**src/rtl/pipe_stage_buf.sv**
```systemverilog
// Two-entry pipeline stage buffer with a skid slot.
// Keeps full throughput under ready/valid backpressure and counts saturating stall cycles.
module pipe_stage_buf #(
    parameter int                 INSTR_W   = 32,
    parameter int                 PC_W      = 32,
    parameter int                 EXC_W     = 5,
    parameter logic [INSTR_W-1:0] NOP_INSTR = 32'h0,
    parameter logic [PC_W-1:0]    RESET_PC  = 32'h0000_3000
) (
    input  logic               clk,
    input  logic               reset,
    input  logic               flush,
    input  logic               in_valid,
    output logic               in_ready,
    input  logic [INSTR_W-1:0] in_instr,
    input  logic [PC_W-1:0]    in_pc,
    input  logic [EXC_W-1:0]   in_exc,
    input  logic               in_bd,
    output logic               out_valid,
    input  logic               out_ready,
    output logic [INSTR_W-1:0] out_instr,
    output logic [PC_W-1:0]    out_pc,
    output logic [EXC_W-1:0]   out_exc,
    output logic               out_bd,
    output logic [15:0]        stall_cnt
);

    typedef enum logic [1:0] {
        ST_EMPTY = 2'd0,
        ST_ONE   = 2'd1,
        ST_FULL  = 2'd2
    } state_e;

    typedef struct packed {
        logic [INSTR_W-1:0] instr;
        logic [PC_W-1:0]    pc;
        logic [EXC_W-1:0]   exc;
        logic               bd;
    } beat_t;

    localparam beat_t BUBBLE = '{
        instr: NOP_INSTR,
        pc:    RESET_PC,
        exc:   {EXC_W{1'b0}},
        bd:    1'b0
    };

    state_e      state_q;
    state_e      state_d;
    beat_t       main_q;
    beat_t       main_d;
    beat_t       skid_q;
    beat_t       skid_d;
    logic [15:0] stall_q;
    logic [15:0] stall_d;

    logic        in_ready_s;
    logic        out_valid_s;
    logic        accept_s;
    logic        release_s;
    logic        stalled_s;
    beat_t       in_beat_s;

    assign in_ready_s  = (state_q != ST_FULL) & ~flush;
    assign out_valid_s = (state_q != ST_EMPTY);
    assign accept_s    = in_valid & in_ready_s;
    assign release_s   = out_valid_s & out_ready;
    assign stalled_s   = out_valid_s & ~out_ready;

    assign in_beat_s = '{instr: in_instr, pc: in_pc, exc: in_exc, bd: in_bd};

    // Next-state and payload steering for the main/skid entries.
    always_comb begin
        state_d = state_q;
        main_d  = main_q;
        skid_d  = skid_q;
        if (flush) begin
            state_d = ST_EMPTY;
            main_d  = BUBBLE;
            skid_d  = BUBBLE;
        end else begin
            case (state_q)
                ST_EMPTY: begin
                    if (accept_s) begin
                        state_d = ST_ONE;
                        main_d  = in_beat_s;
                    end else begin
                        state_d = ST_EMPTY;
                    end
                end
                ST_ONE: begin
                    if (accept_s && release_s) begin
                        state_d = ST_ONE;
                        main_d  = in_beat_s;
                    end else if (accept_s) begin
                        state_d = ST_FULL;
                        skid_d  = in_beat_s;
                    end else if (release_s) begin
                        // Drained entry shows a bubble but keeps its last PC.
                        state_d = ST_EMPTY;
                        main_d  = '{instr: NOP_INSTR, pc: main_q.pc,
                                    exc: {EXC_W{1'b0}}, bd: 1'b0};
                    end else begin
                        state_d = ST_ONE;
                    end
                end
                ST_FULL: begin
                    if (release_s) begin
                        state_d = ST_ONE;
                        main_d  = skid_q;
                        skid_d  = BUBBLE;
                    end else begin
                        state_d = ST_FULL;
                    end
                end
                default: begin
                    state_d = ST_EMPTY;
                    main_d  = BUBBLE;
                    skid_d  = BUBBLE;
                end
            endcase
        end
    end

    // Saturating stall counter; flush deliberately leaves it alone.
    always_comb begin
        stall_d = stall_q;
        if (stalled_s && (stall_q != 16'hFFFF)) begin
            stall_d = stall_q + 16'd1;
        end else begin
            stall_d = stall_q;
        end
    end

    // State, payload and counter registers with synchronous active-low reset.
    always_ff @(posedge clk) begin
        if (!reset) begin
            state_q <= ST_EMPTY;
            main_q  <= BUBBLE;
            skid_q  <= BUBBLE;
            stall_q <= 16'd0;
        end else begin
            state_q <= state_d;
            main_q  <= main_d;
            skid_q  <= skid_d;
            stall_q <= stall_d;
        end
    end

    assign in_ready  = in_ready_s;
    assign out_valid = out_valid_s;
    assign out_instr = main_q.instr;
    assign out_pc    = main_q.pc;
    assign out_exc   = main_q.exc;
    assign out_bd    = main_q.bd;
    assign stall_cnt = stall_q;

endmodule

```
**config.mk**
```make
export PLATFORM = sky130hd
export DESIGN_NAME = pipe_stage_buf
export DESIGN_NICKNAME = d
export VERILOG_FILES = /design/src/rtl/pipe_stage_buf.sv
export SDC_FILE = /design/constraint.sdc
export NUM_CORES = 1
export LEC_CHECK = 0
export CAP_MARGIN = 20
export CORE_ASPECT_RATIO = 0.75
export CORE_MARGIN = 5
export CORE_UTILIZATION = 46
export DETAILED_ROUTE_END_ITERATION = 8
export PLACE_DENSITY = 0.73
export RECOVER_POWER = 50
export SETUP_SLACK_MARGIN = 0.05
export SLEW_MARGIN = 20
export SYNTH_ARGS = -nofsm -noshare
export SYNTH_HDL_FRONTEND = slang
export SYNTH_SLANG_ARGS = --single-unit
```
**constraint.sdc**
```tcl
create_clock -name clk -period 2.4 [get_ports clk]
set_input_delay 0.72 -clock clk [delete_from_list [all_inputs] [get_ports clk]]
set_output_delay 0.72 -clock clk [all_outputs]
set_load 0.02 [all_outputs]
```
; Yosys cells after proc, flatten, opt, wreduce, memory -nomap -nowiden
; Index checks and enable logic that the tools add are counted.
[totals]
ff_bits = 158
input_bits = 75
out_inout_bits = 88
word_cells = 53
[classes]
addsub = 1
eq_ne = 11
mux = 15
n_bitwise = 8
reduce_logical = 8
[ops]
columns = op, count
row1 = 2-to-1 mux 70 bit, 7
row2 = one-hot mux 70 bit (3 select lines), 2
row3 = "adder 16 x 1 -> 16 bit, second input constant", 1
row4 = "inequality test 16 bit, second input constant", 1
row5 = "inequality test 2 bit, second input constant", 6
row6 = AND reduction 4 bit, 2
row7 = 2-to-1 mux 2 bit, 3
row8 = "inequality test 3 bit, second input constant", 2
row9 = one-hot mux 2 bit (3 select lines), 1
row10 = AND 1 bit, 4
row11 = NOT 1 bit, 4
row12 = AND reduction 3 bit, 1
row13 = "equality test 2 x 1 -> 1 bit, second input constant", 1
row14 = "equality test 2 bit, second input constant", 1
row15 = logical AND 1 bit, 2
row16 = zero test 2 bit, 1
row17 = 2-to-1 mux 1 bit, 2
row18 = nonzero test 2 bit, 1
row19 = OR reduction 2 bit, 1

; Longest topological paths before layout
[depth]
ltp_word = 6
depth_mapped = 10
ltp_nobuf = 7

; Worst setup path after synthesis
; No wires, ideal clock.
[synth_path]
kind = flip-flop to flip-flop
from = register state_q[1]
to = register main_q (netlist bit out_pc[28])
setup_ns = 0.071
t_arrival_ns = 2.182
required_ns = 2.329
setup_slack_ns = 0.147
path_stages_with_launch = 11
path_buffers = 3
synth_period_minus_slack_ns = 2.253
cell_sequence = dfxtp_1 buf_2 nor2b_1 clkbuf_1 nor2_1 ha_1 and2_1 o32ai_2 clkbuf_1 nand2_1 a21oi_1
[synth_between]
elab_chain_len = 6
elab_cells_between_ends = 15
classes_between = 6 x eq/ne / 2 x mux / 3 x bitwise / 4 x reduce/logical
[synth_rtl]
columns = item, line
row1 = "start, declared", 48  ; state_e state_q;
row2 = "start signal, assigned", 143  ; state_q <= state_d;
row3 = inequality test 2 bit, 64  ; assign in_ready_s = (state_q != ST_FULL) & ~flush;
row4 = AND 1 bit, 64
row5 = AND 1 bit, 66  ; assign accept_s = in_valid & in_ready_s;
row6 = logical AND 1 bit, 92  ; if (accept_s && release_s) begin
row7 = 2-to-1 mux 70 bit or inequality test 2 bit (tied branches), --
row8 = one-hot mux 70 bit (3 select lines) or AND reduction 3 bit (tied branches), --
row9 = "end signal, assigned", 144  ; main_q <= main_d;
row10 = "end, declared", 50  ; beat_t main_q;
; Parallel ways exist; a longest one is shown, timed or not.
; A chain may end at the register's enable or synchronous reset.

; Final worst setup path
[layout_path]
from = input out_ready
to = register main_q (netlist bit out_pc[12])
[layout_between]
elab_chain_len = 4
elab_cells_between_ends = 7
classes_between = 2 x eq/ne / 2 x mux / 1 x bitwise / 2 x reduce/logical
[layout_rtl]
columns = item, line
row1 = "start, declared", 20  ; input logic out_ready,
row2 = AND 1 bit *, 67  ; assign release_s = out_valid_s & out_ready;
row3 = logical AND 1 bit, 92
row4 = 2-to-1 mux 70 bit or inequality test 2 bit (tied branches), --
row5 = one-hot mux 70 bit (3 select lines) or AND reduction 3 bit (tied branches), --
; Every way passes the cells marked *; elsewhere a longest branch is shown, timed or not.

==> metrics.md <==
| Metric | Value |
|---|---|
| Worst-path clk slew | `around 0.060 ns` |
| Util after Layout | `0.648` |
| Worst-Skew Late Latency | `about 0.42 ns` |
| Port buffer count | `approximately 160` |
| Crit path largest cell delay | `between 0.4 and 0.5 ns` |
| Asr flop ratio synth | `0` |
| CP Data Required Time | `2.68 ns` |
| Boundary pin count | `163` |
| Antenna viol nets, final | `0` |
| Minimum clock period | `about 2.3 ns` |
| Top FF cell, synth | `dfxtp_1` |
| First-pass GRT wire length | `about 32,000 um` |
| H-tree levels | `4` |
| DRT Pass-1 Iters | `6` |
| DRT Wirelength | `19,600 um` |
| Mean Syn Cell Area | `8.78 sq um` |
| Syn Nets | `a little under 900` |
| Clock tree buffer depth | `2` |
| Initial Util | `0.469` |
| Setup CP Type | `in -> reg` |
| N_diodes | `0` |
| Fillers | `between 1,000 and 1,500` |
| Worst Setup Start Kind | `primary input` |
| Tightest Hold Check Type | `reg -> reg` |
| Chip height | `118 um` |
| Status | `complete, no violations` |
| DIE WIDTH | `154 um` |
| Dpl cells | `1,152` |
| Setup crit end kind | `flip-flop` |
| Final Hold Fails | `0` |
| Post-DP HPWL | `12,500 um` |
| CP Cell Sequence | `clkdlybuf4s50_1 -> and2_0 -> ha_1 -> and2_1 -> o32ai_4 -> buf_12 -> buf_12 -> nor2b_1 -> o21ai_1` |
| Post-route setup TNS | `0 ns` |
| MaxCap Viol Count | `0` |
| Vias in the first global route | `6,235` |
| Gate Count Post-Synth | `813` |
| WHS Path Cells | `2` |
| Crit path max-delay cell type | `clkdlybuf4s50_1` |
| Area grow syn2layout | `38.3%` |
| Clock root buffer | `clkbuf_16` |
| Power density over cell area | `618 nW/um^2` |
| DR iter-0 viols | `around 610` |
| Fin crit share | `0.943` |
| Fmax | `442 MHz` |
| Max transition margin | `0.531` |
| Max-slew violations | `0` |
| Seq/Total Area, Yosys | `0.443` |
| Total CTS buffers | `17` |
| Avg WL per Cell | `16.6 um` |
| CTS tree | `done` |
| Layout cell share with drive strength beyond 1 | `0.0845` |
| RSZ-0062 raised after global routing | `no` |
| Kind of cell adding the most delay to the critical path | `buffers and inverters` |
| Site Rows | `39` |
| Final setup violating endpoints | `0` |
| Non-Filler Instances | `1,187` |
| Post-synthesis cell area | `7140 sq um` |
| Grt total ovfl | `0` |
| Skew final | `between 0.007 and 0.008 ns` |
| Nets@finish | `1,046` |
| Number of library cell types mapped by synthesis | `52` |
| Area after DPL | `9210 sq um` |
| LEAKAGE | `around 0.0037 uW` |
| Crit path depth | `9` |
| Die Area | `18,100 sq um` |
| Routed vias | `about 6,400` |
| Largest net degree at the start of global routing | `70` |
| R2R depth | `7` |
| Post-synth EDFFs | `0` |
| GRT Util Overall | `0.210` |
| Placer Congestion | `0.793` |
| Data arrival time of the worst path | `roughly 2.6 ns` |
| Yosys reg bits | `158` |
| Final Cell Area | `a little under 10,000 sq um` |
| Max FO, Critical Path | `9` |
| Drc violations | `0` |
| Core ar. | `15,200 sq um` |
| Tightest Pin Transition | `between 0.7 and 0.8 ns` |
| Vias per inst | `5.41` |
| Yosys Warn Count | `0` |
| Crit path top cell by count | `buf_12` |
| Maximum vdd ir drop | `0.556 mV` |
| Crit path buf inv count | `3` |
| Initial antenna violation count | `0` |
| Clk sinks | `158` |
==> routing by layer <==
| metal | GRT usage | part of all wire | up-vias |
|---|---|---|---|
| met4 | 0.0634 | 0.013 | 0 |
| met5 | 0 | 0 | - |
| met2 | 0.321 | 0.44 | 242 |
| met3 | 0.0658 | 0.091 | 23 |
| li1 | - | - | 3151 |
| met1 | 0.285 | 0.46 | 3008 |
==> synth_stat cells (2+ instances only) <==
| library cell | instances | area, sq um |
|---|---|---|
| nand2b_1 | 37 | 231 |
| nor3b_1 | 2 | 15.0 |
| buf_4 | 9 | 67.6 |
| or2_1 | 2 | 12.5 |
| inv_1 | 6 | 22.5 |
| o21ai_0 | 2 | 10.0 |
| or3_1 | 7 | 43.8 |
| a21oi_1 | 72 | 360 |
| nor3_1 | 2 | 10.0 |
| nand4_2 | 3 | 37.5 |
| mux2i_1 | 73 | 731 |
| a211oi_1 | 3 | 22.5 |
| o21a_1 | 2 | 15.0 |
| nor4_1 | 2 | 12.5 |
| nor2b_1 | 6 | 37.5 |
| dfxtp_1 | 158 | 3160 |
| a222oi_1 | 37 | 370 |
| and2_1 | 100 | 626 |
| nor2_1 | 117 | 439 |
| o41ai_1 | 2 | 17.5 |
| ha_1 | 2 | 25.0 |
| nand2_1 | 40 | 150 |
| clkbuf_1 | 47 | 176 |
| o21ai_1 | 38 | 190 |
| o31ai_1 | 2 | 15.0 |
| or4_1 | 2 | 15.0 |
| nand3_1 | 3 | 15.0 |
| nand4_1 | 4 | 25.0 |
| and3b_1 | 2 | 17.5 |
| buf_2 | 9 | 45.0 |
==> power breakdown <==
part	switching (uW)	internal (uW)
registers	17.1	2650
logic	306	312
clock network	1080	1740
total	1400	4700
==> registers in the layout (all words and copies together) (netlist names) <==
name and count:
skid_q 70, out_instr 32, state_q 2, out_pc 32, stall_cnt 16, out_exc 5
out_bd 1
==> logic make-up after synthesis <==
family,count (synthesis),synth area share
adders and majority gates,2,0.00350
buffers and inverters,72,0.0442
muxes,73,0.102
xor gates and xnor gates,2,0.00245
DFF,158,0.443
and+or+nand+nor,336,0.246
AOI/OAI and AO/OA,170,0.159
==> layout make-up <==
| cell class | instances | area, sq um | area share |
|---|---|---|---|
| Sequential cell | 158 | 3160 | 0.321 |
| Inverter | 6 | 22.5 | 0.00228 |
| Timing Repair Buffer | 203 | 2120 | 0.215 |
| Multi-Input combinational cell | 583 | 3690 | 0.374 |
| Tap cell | 205 | 256 | 0.0260 |
| Clock buffer | 22 | 484 | 0.0490 |
| Clock inverter | 10 | 135 | 0.0137 |
==> worst reg2reg max path: cells and delay by family, from the launching register on <==
| family | cells | cell delay [ns] |
|---|---|---|
| flops | 1 | 0.45 |
| simple gates | 1 | 0.29 |
| buf+inv | 3 | 0.93 |
| compound gates | 3 | 0.41 |
==> cell usage in the layout (no fill, tap or decap), drive strengths merged, types with 26 or more instances in the layout <==
| cell | instances |
|---|---|
| a21oi | 72 |
| a222oi | 37 |
| and2 | 101 |
| buf | 37 |
| clkbuf | 26 |
| clkdlybuf4s50 | 97 |
| dfxtp | 158 |
| dlygate4sd3 | 62 |
| mux2i | 73 |
| nand2 | 40 |
| nand2b | 37 |
| nor2 | 117 |
| o21ai | 40 |
==> final timing paths <==
kind	startpoint	slack, ns	endpoint
worst min register to register	out_pc[17]$_SDFFE_PP0P_	0.44	out_pc[17]$_SDFFE_PP0P_
worst max-delay path	out_ready	0.14	out_pc[12]$_SDFFE_PP1P_
worst max register to register	state_q[0]$_SDFF_PP0_	0.19	out_pc[12]$_SDFFE_PP1P_
worst min-delay path	out_pc[17]$_SDFFE_PP0P_	0.44	out_pc[17]$_SDFFE_PP0P_
==> through the flow <==
stage                     hold WS, ns  total power [uW]  worst slack [ns]
after floorplan                 0.445              3010             0.147
after global placement          0.440              3330            -0.278
after detailed placement        0.445              3330            -0.340
after CTS                       0.452              6150            0.0250
after global routing            0.462              6310            0.0357
final                           0.445              6100             0.136
==> timing repair <==
action / 4_1_cts / 5_1_grt
endpoints found under the setup margin: 2 / 5
gates cloned: 0 / 2
hold buffers: 0 / 0
pin swaps: 0 / 1
gates resized for setup: 2 / 2
buffers inserted: 0 / 1
Note: power is estimated with default switching activity, not from simulation.
